## src/rtl/df_addsub_arbiter_if.sv

```systemverilog
// Bundle between filter-datapath requesters, the shared add/sub unit and the result consumer.
// Optional res_ovf exists only when DF_ARB_OVF_EN is defined.
interface df_addsub_arbiter_if #(
  parameter int NUM_REQ = 4,
  parameter int DATA_W  = 9,
  parameter int ID_W    = 2
);
  logic [NUM_REQ-1:0]        req;
  logic [NUM_REQ*DATA_W-1:0] req_a;
  logic [NUM_REQ*DATA_W-1:0] req_b;
  logic [NUM_REQ-1:0]        req_sub;
  logic [NUM_REQ-1:0]        gnt;
  logic [DATA_W-1:0]         op_a;
  logic [DATA_W-1:0]         op_b;
  logic                      op_sub;
  logic [DATA_W-1:0]         op_out;
  logic                      res_valid;
  logic                      res_ready;
  logic [DATA_W-1:0]         res_data;
  logic [ID_W-1:0]           res_id;
  logic                      dbg_state;
`ifdef DF_ARB_OVF_EN
  logic                      res_ovf;
`endif

  // Handshakes: req[i] is held with its operands until gnt[i] (dropping it earlier is legal);
  // a result transfers on any rising edge where res_valid && res_ready, and while res_valid=1
  // with res_ready=0 every res_* signal stays stable.
  modport slave (
    input  req, req_a, req_b, req_sub, op_out, res_ready,
    output gnt, op_a, op_b, op_sub, res_valid, res_data, res_id, dbg_state
`ifdef DF_ARB_OVF_EN
    , output res_ovf
`endif
  );

  modport master (
    output req, req_a, req_b, req_sub, op_out, res_ready,
    input  gnt, op_a, op_b, op_sub, res_valid, res_data, res_id, dbg_state
`ifdef DF_ARB_OVF_EN
    , input res_ovf
`endif
  );
endinterface

```

## src/rtl/df_addsub_arbiter.sv

```systemverilog
// Round-robin arbiter sharing one add/sub unit among NUM_REQ requesters; registered, ID-tagged result.
// Define DF_ARB_OVF_EN to add the registered signed-overflow flag res_ovf.
module df_addsub_arbiter #(
  parameter int NUM_REQ = 4,
  parameter int DATA_W  = 9,
  parameter int ID_W    = 2
) (
  input logic               clk,
  input logic               reset,
  df_addsub_arbiter_if.slave bus
);
  localparam logic [0:0] S_EMPTY = 1'b0;
  localparam logic [0:0] S_FULL  = 1'b1;

  logic [0:0]         r_state;
  logic [DATA_W-1:0]  r_data;
  logic [ID_W-1:0]    r_id;
  logic [ID_W-1:0]    r_ptr;

  logic               w_can_accept;
  logic               w_grant;
  logic               w_hi_found;
  logic               w_lo_found;
  logic [ID_W-1:0]    w_hi_sel;
  logic [ID_W-1:0]    w_lo_sel;
  logic [ID_W-1:0]    w_sel;
  logic [ID_W-1:0]    w_ptr_next;
  logic [NUM_REQ-1:0] w_gnt;
  logic [DATA_W-1:0]  w_op_a;
  logic [DATA_W-1:0]  w_op_b;
  logic               w_op_sub;

  // Two passes: first request at or above the pointer, else the lowest one (the wrap-around).
  always_comb begin
    w_hi_found = 1'b0;
    w_lo_found = 1'b0;
    w_hi_sel   = '0;
    w_lo_sel   = '0;
    for (int i = 0; i < NUM_REQ; i++) begin
      if (bus.req[i] && (ID_W'(i) >= r_ptr) && !w_hi_found) begin
        w_hi_found = 1'b1;
        w_hi_sel   = ID_W'(i);
      end
      if (bus.req[i] && !w_lo_found) begin
        w_lo_found = 1'b1;
        w_lo_sel   = ID_W'(i);
      end
    end
  end

  assign w_sel        = w_hi_found ? w_hi_sel : w_lo_sel;
  assign w_can_accept = (r_state == S_EMPTY) || bus.res_ready;
  assign w_grant      = !reset && w_can_accept && w_lo_found;
  assign w_ptr_next   = (w_sel == ID_W'(NUM_REQ - 1)) ? '0 : w_sel + ID_W'(1);

  always_comb begin
    w_gnt    = '0;
    w_op_a   = '0;
    w_op_b   = '0;
    w_op_sub = 1'b0;
    for (int i = 0; i < NUM_REQ; i++) begin
      if (w_grant && (w_sel == ID_W'(i))) begin
        w_gnt[i] = 1'b1;
        w_op_a   = bus.req_a[i*DATA_W +: DATA_W];
        w_op_b   = bus.req_b[i*DATA_W +: DATA_W];
        w_op_sub = bus.req_sub[i];
      end
    end
  end

  always_ff @(posedge clk) begin
    if (reset) begin
      r_state <= S_EMPTY;
      r_data  <= '0;
      r_id    <= '0;
      r_ptr   <= '0;
    end else if (w_grant) begin
      r_state <= S_FULL;
      r_data  <= bus.op_out;
      r_id    <= w_sel;
      r_ptr   <= w_ptr_next;
    end else if (bus.res_ready) begin
      r_state <= S_EMPTY;
    end
  end

`ifdef DF_ARB_OVF_EN
  logic r_ovf;
  logic w_ovf;
  localparam int MSB = DATA_W - 1;

  // Subtraction overflows when operand signs differ; addition when they match.
  assign w_ovf = (w_op_sub ? (w_op_a[MSB] != w_op_b[MSB]) : (w_op_a[MSB] == w_op_b[MSB]))
                 && (bus.op_out[MSB] != w_op_a[MSB]);

  always_ff @(posedge clk) begin
    if (reset)        r_ovf <= 1'b0;
    else if (w_grant) r_ovf <= w_ovf;
  end

  assign bus.res_ovf = r_ovf;
`endif

  assign bus.gnt       = w_gnt;
  assign bus.op_a      = w_op_a;
  assign bus.op_b      = w_op_b;
  assign bus.op_sub    = w_op_sub;
  assign bus.res_valid = (r_state == S_FULL);
  assign bus.res_data  = r_data;
  assign bus.res_id    = r_id;
  assign bus.dbg_state = r_state;
endmodule

```

## src/flat_wrapper.sv

```systemverilog
// flat-port wrapper written by rule: the top's interface ports become plain ports
module df_addsub_arbiter_flat 
#(
  parameter int NUM_REQ = 4,
  parameter int DATA_W  = 9,
  parameter int ID_W    = 2
)
  (clk, reset, bus_req, bus_req_a, bus_req_b, bus_req_sub, bus_op_out, bus_res_ready, bus_gnt, bus_op_a, bus_op_b, bus_op_sub, bus_res_valid, bus_res_data, bus_res_id, bus_dbg_state);
  df_addsub_arbiter_if #(.NUM_REQ(NUM_REQ), .DATA_W(DATA_W), .ID_W(ID_W)) bus_i ();
  input logic clk;
  input logic reset;
  input wire logic [$bits(bus_i.req)-1:0] bus_req;
  input wire logic [$bits(bus_i.req_a)-1:0] bus_req_a;
  input wire logic [$bits(bus_i.req_b)-1:0] bus_req_b;
  input wire logic [$bits(bus_i.req_sub)-1:0] bus_req_sub;
  input wire logic [$bits(bus_i.op_out)-1:0] bus_op_out;
  input wire logic [$bits(bus_i.res_ready)-1:0] bus_res_ready;
  output wire logic [$bits(bus_i.gnt)-1:0] bus_gnt;
  output wire logic [$bits(bus_i.op_a)-1:0] bus_op_a;
  output wire logic [$bits(bus_i.op_b)-1:0] bus_op_b;
  output wire logic [$bits(bus_i.op_sub)-1:0] bus_op_sub;
  output wire logic [$bits(bus_i.res_valid)-1:0] bus_res_valid;
  output wire logic [$bits(bus_i.res_data)-1:0] bus_res_data;
  output wire logic [$bits(bus_i.res_id)-1:0] bus_res_id;
  output wire logic [$bits(bus_i.dbg_state)-1:0] bus_dbg_state;
  assign bus_i.req = bus_req;
  assign bus_i.req_a = bus_req_a;
  assign bus_i.req_b = bus_req_b;
  assign bus_i.req_sub = bus_req_sub;
  assign bus_i.op_out = bus_op_out;
  assign bus_i.res_ready = bus_res_ready;
  assign bus_gnt = bus_i.gnt;
  assign bus_op_a = bus_i.op_a;
  assign bus_op_b = bus_i.op_b;
  assign bus_op_sub = bus_i.op_sub;
  assign bus_res_valid = bus_i.res_valid;
  assign bus_res_data = bus_i.res_data;
  assign bus_res_id = bus_i.res_id;
  assign bus_dbg_state = bus_i.dbg_state;
  df_addsub_arbiter #(.NUM_REQ(NUM_REQ), .DATA_W(DATA_W), .ID_W(ID_W)) u_core (.clk(clk), .reset(reset), .bus(bus_i));
endmodule
```

## config.mk

```make
export PLATFORM = sky130hd
export DESIGN_NAME = df_addsub_arbiter_flat
export DESIGN_NICKNAME = d
export VERILOG_FILES = /design/src/rtl/df_addsub_arbiter_if.sv /design/src/rtl/df_addsub_arbiter.sv /design/src/flat_wrapper.sv
export SDC_FILE = /design/constraint.sdc
export NUM_CORES = 1
export LEC_CHECK = 0
export ABC_AREA = 1
export CAP_MARGIN = 15
export CORE_MARGIN = 2
export CORE_UTILIZATION = 39
export DETAILED_ROUTE_END_ITERATION = 8
export PLACE_DENSITY_LB_ADDON = 0.2
export SETUP_SLACK_MARGIN = 0.05
export SYNTH_ARGS = -nofsm -noshare
export SYNTH_HDL_FRONTEND = slang
export SYNTH_SLANG_ARGS = --single-unit
export TNS_END_PERCENT = 50
```

## constraint.sdc

```tcl
create_clock -name clk -period 3.6 [get_ports clk]
set_input_delay 0.72 -clock clk [delete_from_list [all_inputs] [get_ports clk]]
set_output_delay 0.72 -clock clk [all_outputs]
set_load 0.02 [all_outputs]
```

==> impl_metrics.json <==
{
  "status": "finished, final reports clean",
  "wl_met2_um": 3340,
  "dp_hpwl_um": 4940,
  "die_y_um": 73.1,
  "cts_tree": "built",
  "synth_cell_type_count": 19,
  "io_buffers": 127,
  "power_density_mw_per_mm2": 312,
  "timing.setup.tns_ns": 0,
  "cts_max_level": 1,
  "max_slew_margin": 0.752,
  "wl_met1_um": 2740,
  "worstHoldStart": "u_core.bus.res_data[7]",
  "syn-cell-area_mm2": 0.00186,
  "r2r_end": "u_core.r_ptr[1]",
  "worstHoldEndpoint": "u_core.bus.res_data[7]",
  "drtIter0Drc": 173,
  "vias": 2645,
  "cts_num_sinks": 14,
  "met3WireLength_um": 516,
  "grt_pass1_vias": 2254,
  "syn_to_final_growth_pct": 78.5,
  "coreArea_mm2": 0.00466,
  "max_freq_mhz": 289,
  "rows": 25,
  "min_path_cells": 2,
  "design.portCount": 128,
  "reg2regPathDepth": 9,
  "insertion_delay_ns": 0.24,
  "grt_usage": 0.230,
  "critPathCaptureType": "output pin",
  "layout_common_cells": "107 x nand2_1, 103 x clkdlybuf4s50_1, 67 x inv_1",
  "r2r-start": "u_core.r_ptr[1]",
  "detail_route.vias_per_cell": 4.98,
  "die_area_mm2": 0.00534,
  "drc_errors": 0,
  "layout_commonest_cell": "nand2_1",
  "start_util": 0.399,
  "grt_overflow_total": 0,
  "skew_ns": 0.00106,
  "avgRoutedWirePerCell_um": 12.6,
  "drv_slew": 0,
  "power_mw": 1.04,
  "antenna_cells": 0,
  "totalWireLength_um": 6680,
  "drt_pass1_iterations": 5,
  "worst_slew_pin_slew_ns": 0.372,
  "cp-startpoint": "bus_req[2]",
  "ant_nets": 0,
  "gp_congestion": 0.914,
  "fin_ws_ns": 0.137,
  "cts_root_buf": "clkbuf_8",
  "antenna_found_initial": 0,
  "hold_viol_final": 0,
  "cts-buffers-inserted": 3,
  "ys_ff_latch": 14,
  "final-setup-viol-count": 0,
  "cts_buffer_depth": 2,
  "fin_hold_ws_ns": 0.467,
  "top_layer": "met4",
  "min_period_ns": 3.46,
  "stdcell_area_mm2": 0.00332,
  "fin_crit_sh": 0.962,
  "max-vdd-ir-drop_mv": 0.299,
  "syn_nets": 448,
  "start_kind": "input pin",
  "nets": 574,
  "die_w_um": 73.1,
  "reg2reg_slack_ns": 1.95,
  "cts_hold_buf": 0,
  "cp_max_fo": 19,
  "drive_gt1_frac": 0.128,
  "grt_pass1_wl_um": 9920,
  "hold_path.class": "flip-flop to flip-flop",
  "leakagePower_nw": 1.80,
  "crit_arrival_ns": 2.74,
  "cap_violations": 0,
  "clkTransAtPathRegs_ns": 0.06,
  "grt_max_degree": 49,
  "dpl_worst_slack_ns": -0.275,
  "placed_area_mm2": 0.00331,
  "rsz0062_at_grt": "true",
  "syn_inst": 352,
  "syn_avg_cell_area_um2": 5.29,
  "yosysWarnings": 0,
  "worstPathRequired_ns": 2.88,
  "yosysSeqAreaShare": 0.151,
  "critical_path_class": "input pin to output pin"
}
-- logic make-up after synthesis --
kind of cell    count (synthesis)  share of synthesized area
simple gates                  228                      0.575
buf+inv                       100                      0.230
compound gates                  6                     0.0175
flops                          14                      0.151
fa+ha+maj                       4                     0.0269
-- flip-flops by register name (all words and copies together), names as in the netlist --
signal and count:
u_core.bus.res_data 9, u_core.r_ptr 2, u_core.bus.dbg_state 1, u_core.bus.res_id 2
-- worst max-delay path, cell delays in order --
cell	delay, ns
clkdlybuf4s50_1	0.46
a21oi_1	0.22
nand3_1	0.15
nand2_2	0.11
inv_2	0.06
buf_4	0.13
ha_1	0.19
nand2_2	0.10
buf_12	0.15
nand2_1	0.05
inv_1	0.05
nand2_1	0.05
nand2_1	0.05
clkdlybuf4s15_2	0.25
-- repair_timing --
action / CTS / global route
endpoints found under the setup margin: 23 / 20
pin swaps: 0 / 2
resized for setup: 40 / 32
buffers inserted: 0 / 0
hold endpoints to repair: 0 / 0
gates cloned: 0 / 1
-- metal layers --
metal | vias to the layer above | track usage
li1 | 1364 | -
met1 | 1155 | 0.301
met2 | 112 | 0.401
met3 | 14 | 0.0304
met4 | 0 | 0.0473
met5 | - | 0
-- cells in the mapped netlist --
cell type / instances / area share
nand2_1: 108 / 0.22
inv_1: 68 / 0.14
nand4_1: 57 / 0.19
nand3_1: 33 / 0.089
nor2_1: 24 / 0.048
dfxtp_1: 14 / 0.15
clkbuf_1: 13 / 0.026
buf_2: 9 / 0.024
buf_4: 5 / 0.020
ha_1: 4 / 0.027
a21oi_1: 3 / 0.0081
buf_6: 3 / 0.018
inv_2: 2 / 0.0040
nand2_4: 2 / 0.012
nor2_2: 2 / 0.0067
o21ai_0: 2 / 0.0054
nand2_2: 1 / 0.0034
nor2_4: 1 / 0.0061
o21a_1: 1 / 0.0040
-- layout make-up --
cell class	instances	area (um^2)
sequential	14	280
tap	54	67.6
fill	425	1340
timing repair buffer	151	1480
multi-input combinational	238	1180
inverter	70	263
clock buffer	4	55.1
-- per-stage QoR --
step           instances   util
3_3_place_gp         526  0.710
3_5_place_dp         526  0.710
6_report             531  0.713
2_1_floorplan        352      -
4_1_cts              530  0.721
5_1_grt              531  0.713
-- worst max path at each step --
stage             endpoint  slack, ns  cells past startpoint
5_1_grt        bus_op_b[2]      -0.01                     13
4_1_cts        bus_op_a[5]       0.04                     15
3_5_place_dp   bus_op_b[2]      -0.28                     15
2_1_floorplan  bus_op_a[0]       0.70                     12
3_3_place_gp   bus_op_b[2]      -0.20                     14
6_report       bus_op_b[2]       0.14                     14
-- power by group --
| part | switching, mW | internal [mW] |
|---|---|---|
| Combinational | 0.372 | 0.324 |
| Clock | 0.0577 | 0.0969 |
| Sequential | 0.0132 | 0.173 |
(Power assumes the default switching activity.)
